## src/rtl/crop_seq_ctrl.sv

```systemverilog
// Capture sequencer for the 28x28 crop/normalize/classify pipeline.
// Optional macro CROP_SEQ_CONT_EN: DONE loops back to CLEAR for continuous capture.
module crop_seq_ctrl #(
    parameter int N_SAMPLES = 784,
    parameter int CLR_CYC   = 2,
    parameter int TO_CYC    = 1048575
) (
    input  logic       iCLK,
    input  logic       iRST,
    input  logic       iSTART,
    input  logic       iABORT,
    input  logic       iFVAL,
    input  logic       iSMP_RDY,
    input  logic       iNORM_DONE,
    input  logic       iNN_DONE,
    output logic       oBUF_RST,
    output logic       oCAP_EN,
    output logic       oNN_START,
    output logic       oBUSY,
    output logic       oFRAME_DONE,
    output logic       oERR,
    output logic [9:0] oSMP_CNT,
    output logic [2:0] oSTATE
);

    localparam logic [2:0] IDLE     = 3'd0;
    localparam logic [2:0] CLEAR    = 3'd1;
    localparam logic [2:0] WAIT_SOF = 3'd2;
    localparam logic [2:0] CAPTURE  = 3'd3;
    localparam logic [2:0] NORM     = 3'd4;
    localparam logic [2:0] CLASSIFY = 3'd5;
    localparam logic [2:0] DONE     = 3'd6;

    localparam logic [9:0]  N_LAST   = 10'(N_SAMPLES);
    localparam logic [3:0]  CLR_LAST = 4'(CLR_CYC - 1);
    localparam logic [19:0] TO_LAST  = 20'(TO_CYC - 1);

    logic [2:0]  state;
    logic [2:0]  state_nxt;
    logic [3:0]  clr_cnt;
    logic [3:0]  clr_cnt_nxt;
    logic [19:0] wd_cnt;
    logic [19:0] wd_cnt_nxt;
    logic        fval_d;
    logic        fval_rise;
    logic        fval_fall;
    logic        timeout;
    logic [9:0]  smp_inc;
    logic [9:0]  smp_cnt_nxt;
    logic        buf_rst_nxt;
    logic        cap_en_nxt;
    logic        nn_start_nxt;
    logic        frame_done_nxt;
    logic        err_nxt;

    assign fval_rise = iFVAL & ~fval_d;
    assign fval_fall = ~iFVAL & fval_d;
    assign timeout   = (wd_cnt == TO_LAST);
    assign smp_inc   = oSMP_CNT + 10'd1;
    assign oSTATE    = state;

    // Next-state and next-output logic; every output is the registered copy of its *_nxt.
    always_comb begin
        state_nxt      = state;
        clr_cnt_nxt    = clr_cnt;
        smp_cnt_nxt    = oSMP_CNT;
        err_nxt        = oERR;
        buf_rst_nxt    = 1'b0;
        cap_en_nxt     = 1'b0;
        nn_start_nxt   = 1'b0;
        frame_done_nxt = 1'b0;

        if (iABORT && state != IDLE) begin
            state_nxt   = IDLE;
            buf_rst_nxt = 1'b1;
        end else begin
            case (state)
                IDLE: begin
                    if (iSTART) begin
                        state_nxt   = CLEAR;
                        err_nxt     = 1'b0;
                        clr_cnt_nxt = 4'd0;
                        smp_cnt_nxt = 10'd0;
                        buf_rst_nxt = 1'b1;
                    end
                end
                CLEAR: begin
                    smp_cnt_nxt = 10'd0;
                    if (clr_cnt == CLR_LAST) begin
                        state_nxt = WAIT_SOF;
                    end else begin
                        clr_cnt_nxt = clr_cnt + 4'd1;
                        buf_rst_nxt = 1'b1;
                    end
                end
                WAIT_SOF: begin
                    if (fval_rise) begin
                        state_nxt  = CAPTURE;
                        cap_en_nxt = 1'b1;
                    end
                end
                CAPTURE: begin
                    cap_en_nxt = 1'b1;
                    if (iSMP_RDY && oSMP_CNT != N_LAST) begin
                        smp_cnt_nxt = smp_inc;
                    end
                    // The final sample wins over a simultaneous frame-valid fall.
                    if (iSMP_RDY && smp_inc == N_LAST) begin
                        state_nxt  = NORM;
                        cap_en_nxt = 1'b0;
                    end else if (fval_fall) begin
                        state_nxt  = IDLE;
                        cap_en_nxt = 1'b0;
                        err_nxt    = 1'b1;
                    end
                end
                NORM: begin
                    if (iNORM_DONE) begin
                        state_nxt    = CLASSIFY;
                        nn_start_nxt = 1'b1;
                    end else if (timeout) begin
                        state_nxt = IDLE;
                        err_nxt   = 1'b1;
                    end
                end
                CLASSIFY: begin
                    if (iNN_DONE) begin
                        state_nxt      = DONE;
                        frame_done_nxt = 1'b1;
                    end else if (timeout) begin
                        state_nxt = IDLE;
                        err_nxt   = 1'b1;
                    end
                end
                DONE: begin
`ifdef CROP_SEQ_CONT_EN
                    state_nxt   = CLEAR;
                    clr_cnt_nxt = 4'd0;
                    smp_cnt_nxt = 10'd0;
                    buf_rst_nxt = 1'b1;
`else
                    state_nxt = IDLE;
`endif
                end
                default: begin
                    state_nxt = IDLE;
                end
            endcase
        end

        if (state_nxt == state && (state == NORM || state == CLASSIFY)) begin
            wd_cnt_nxt = wd_cnt + 20'd1;
        end else begin
            wd_cnt_nxt = 20'd0;
        end
    end

    always_ff @(posedge iCLK or negedge iRST) begin
        if (!iRST) begin
            state       <= IDLE;
            clr_cnt     <= 4'd0;
            wd_cnt      <= 20'd0;
            fval_d      <= 1'b0;
            oSMP_CNT    <= 10'd0;
            oERR        <= 1'b0;
            oBUF_RST    <= 1'b0;
            oCAP_EN     <= 1'b0;
            oNN_START   <= 1'b0;
            oFRAME_DONE <= 1'b0;
            oBUSY       <= 1'b0;
        end else begin
            state       <= state_nxt;
            clr_cnt     <= clr_cnt_nxt;
            wd_cnt      <= wd_cnt_nxt;
            fval_d      <= iFVAL;
            oSMP_CNT    <= smp_cnt_nxt;
            oERR        <= err_nxt;
            oBUF_RST    <= buf_rst_nxt;
            oCAP_EN     <= cap_en_nxt;
            oNN_START   <= nn_start_nxt;
            oFRAME_DONE <= frame_done_nxt;
            oBUSY       <= (state_nxt != IDLE);
        end
    end

endmodule
```

## config.mk

```make
export PLATFORM = sky130hd
export DESIGN_NAME = crop_seq_ctrl
export DESIGN_NICKNAME = d
export VERILOG_FILES = /design/src/rtl/crop_seq_ctrl.sv
export SDC_FILE = /design/constraint.sdc
export NUM_CORES = 1
export LEC_CHECK = 0
export ABC_AREA = 1
export BUFFER_PORTS_ARGS = -buffer_cell sky130_fd_sc_hd__buf_2
export CORE_MARGIN = 4
export CORE_UTILIZATION = 53
export CTS_CLUSTER_SIZE = 12
export DETAILED_ROUTE_END_ITERATION = 7
export PLACE_DENSITY = 0.85
export SLEW_MARGIN = 20
export SYNTH_ARGS = -nofsm -noshare
export SYNTH_HDL_FRONTEND = slang
export SYNTH_SLANG_ARGS = --single-unit
export TNS_END_PERCENT = 1
```

## constraint.sdc

```tcl
create_clock -name iCLK -period 1.8 [get_ports iCLK]
set_input_delay 0.36 -clock iCLK [delete_from_list [all_inputs] [get_ports iCLK]]
set_output_delay 0.36 -clock iCLK [all_outputs]
set_load 0.01 [all_outputs]
```

==> results_dict.tcl <==
set metrics [dict create \
    grtUsageTotal 0.2016 \
    grt_pass1_vias 2332 \
    startpoint_type "flip-flop" \
    switching_share 0.3481 \
    portBuffers 26 \
    synth_seq_area_share 0.4305 \
    clk_latency_ns 0.31 \
    cts.reportedPaths.clkPinSlew_ns 0.09 \
    synth_edf_count 0 \
    syn2layout_area_growth_pct 21.28 \
    ff_latch_area_sq_um 1105 \
    dp_hpwl_um 4088 \
    via_count 2291 \
    cts_sinks 44 \
    power_mw 2.875 \
    period_share 1.048 \
    max-cap-violations 0 \
    critical_path.max_stage_delay_ns 0.44 \
    synth_area_per_cell_sq_um 7.942 \
    fmax_ghz 0.5301 \
    core_area_sq_um 4692 \
    drtIter0Drc 133 \
    crit_fanout 20 \
    grt_max_degree 28 \
    async_reset_ff_frac 1.000 \
    antenna_found_initial 0 \
    avgRoutedWirePerCell_um 13.12 \
    dieArea_sq_um 6001 \
    fillCellCount 356 \
    arrival_ns 2.12 \
    relSlewSlack 0.6842 \
    synthMostInstantiatedCell "nand2_1" \
    drtPass1Iterations 4 \
    drv_slew 0 \
    path_class "flip-flop to flip-flop" \
    hold_path.class "primary input to asynchronous set/reset pin" \
    worstPathCellList "ha_4 -> nand2_4 -> o21ai_1 -> nand2_1 -> inv_1 -> nand3_1 -> nor2_2 -> nand3_2 -> nand2_2 -> nand2_4 -> nor2_4 -> nand2_2 -> buf_12 -> nor2_2" \
    hold_violations 1 \
    violations "negative hold slack, negative setup slack" \
    fin_crit_ns 1.887 \
    synth_top_area_cell "dfrtp_1" \
    vias_per_cell 5.328 \
    netlist_area_sq_um 2557 \
    synthCells 322 \
    yosys_warnings 0 \
    antenna_cells 0 \
    power_density_nw_per_um2 926.9 \
    rsz0062_at_grt "true" \
    cts_root_buf "clkbuf_8" \
    cts_buffer_depth 2 \
    ios 27 \
    cts_tree "done" \
    layoutNonFillerInstCount 430 \
    wl_um 5641 \
    intPower_mw 1.874 \
    ys_seq_elements 44 \
    leakage_nw 1.535 \
    skew_ns 0.01072 \
    outcome "complete, but fails checks" \
    num_rows 25 \
    ir_drop_mv 0.6156 \
    dpl.cell_count 418 \
    cp_top_family "simple AND/OR/NAND/NOR gates" \
    cts_buffers 5 \
    h-tree-depth 2 \
    crit_buf_inv 2 \
    drive_gt1_frac 0.3005 \
    seqPwrFrac 0.396 \
    p_switching_mw 1.001 \
    ant_nets 0 \
    clkPwrFrac 0.278 \
    p_comb_frac 0.325 \
    die_h_um 77.47 \
    worst_slack_ns -0.08655 \
    nets 390 \
    yosys-top-cells-count "nand2_1, inv_1, dfrtp_1, nor2_1, nand3_1" \
    setup_viol 21 \
    postCtsHoldBufs 0 \
    synthTopCellsByArea "dfrtp_1, nand2_1, inv_1, nor2_2, nand3_1" \
    drc 0 \
    hold-worst-slack_ns -0.001666 \
    die_width_um 77.47 \
    yosysUniqueCellTypes 31 \
    endpoint_kind "flip-flop" \
    required_ns 2.04 \
    grt-ovfl-total 0 \
    critical_path.slowest_cell "dfrtp_2" \
    gp_congestion 0.9232 \
    start_util 0.5451 \
    synth_fp_nets 337 \
    yosysTopAreaCellShare 0.4305 \
    multi_input_area_sq_um 1292 \
    grt_pass1_wl_um 9784 \
    tightest_slew_ns 0.4737 \
    synthFlopType "dfrtp_1" \
]
==> cells by family (layout without fill, tap and decap cells) <==
logic type      Yosys count  count (layout)  synth area share
compound gates           30              30           0.06800
xor+xnor                 14              14           0.04794
fa+ha+maj                 7               7           0.03425
buf+inv                  53             107           0.08513
flops                    44              44            0.4305
simple gates            174             174            0.3341
==> placed cells by master, fill, tap and decap left out, drive strengths merged <==
cell    netlist  final
a21o          1      1
a21oi         5      5
a31oi         2      2
buf           3     49
bufinv        0      1
clkbuf        0      6
clkinv        0      1
dfrtp        44     44
ha            7      7
inv          50     50
nand2        80     80
nand3        26     26
nand4         5      5
nor2         54     54
nor3          3      3
nor3b         1      1
nor4          2      2
o21ai        12     12
o21bai        3      3
o22ai         5      5
o31ai         2      2
or2           2      2
or3b          1      1
xnor2         4      4
xor2         10     10
==> flip-flops by register name, summed over array words and instances, names as in the netlist, 3 cells and up <==
| name | cells |
|---|---|
| oSMP_CNT | 10 |
| oSTATE | 3 |
| clr_cnt | 4 |
| wd_cnt | 20 |
==> per-layer routing <==
metal / wire length (um) / global-route usage / vias to the layer above / share of wire
met5: 0 / 0 / - / 0
met4: 123 / 0.09431 / 0 / 0.022
met3: 253 / 0.04988 / 16 / 0.045
met2: 2903 / 0.3506 / 58 / 0.51
met1: 2361 / 0.2322 / 1101 / 0.42
li1: - / - / 1116 / -
==> cell type report <==
cell class / instances / share of cell area
clock inverters: 2 / 0.01251
well taps: 54 / 0.02178
repair buffers: 49 / 0.1057
inverters: 50 / 0.06051
multi-input cells: 225 / 0.4167
clock buffers: 6 / 0.02662
flip-flops and latches: 44 / 0.3562
==> path summary, 6_finish.rpt <==
kind                                         start                       to  slack, ns  cells past startpoint
setup / recovery           oSMP_CNT[0]$_DFFE_PN0P_     wd_cnt[18]$_DFF_PN0_      -0.09                     14
hold / removal                                iRST  oSMP_CNT[6]$_DFFE_PN0P_     -0.002                      1
setup reg to reg           oSMP_CNT[0]$_DFFE_PN0P_     wd_cnt[18]$_DFF_PN0_      -0.09                     14
hold reg to reg                wd_cnt[0]$_DFF_PN0_      wd_cnt[0]$_DFF_PN0_       0.51                      1
max in group asynchronous                     iRST     wd_cnt[14]$_DFF_PN0_       1.30                      2
min in group iCLK                            iFVAL         fval_d$_DFF_PN0_       0.19                      1
==> stage by stage <==
step | cell area [sq um] | setup slack, ns | setup TNS, ns | util | hold slack [ns]
2_1_floorplan | 2580 | 0.02087 | 0 | - | 0.06441
3_3_place_gp | 2915 | -0.02244 | -0.4242 | 0.6213 | 0.3326
3_5_place_dp | 2915 | -0.07961 | -1.228 | 0.6213 | 0.3452
4_1_cts | 3044 | -0.06931 | -0.9200 | 0.6488 | 0.005238
5_1_grt | 3102 | -0.2056 | -4.478 | 0.6611 | 0.01594
6_report | 3102 | -0.08655 | -1.308 | 0.6611 | -0.001666
==> what timing repair did <==
action | CTS | global route
pin swaps | 1 | 0
buffers inserted | 1 | 3
endpoints found under the setup margin | 20 | 29
resized for setup | 1 | 10
==> power groups by stage <==
stage / Combinational [mW] / Clock (mW) / Sequential, mW
final: 0.936 / 0.800 / 1.14
after global routing: 1.05 / 0.863 / 1.15
after CTS: 0.880 / 0.823 / 1.14
after detailed placement: 0.872 / 0 / 1.16
after global placement: 0.841 / 0 / 1.15
after floorplan: 0.508 / 0 / 1.18
Power figures use the tool's default switching activity.
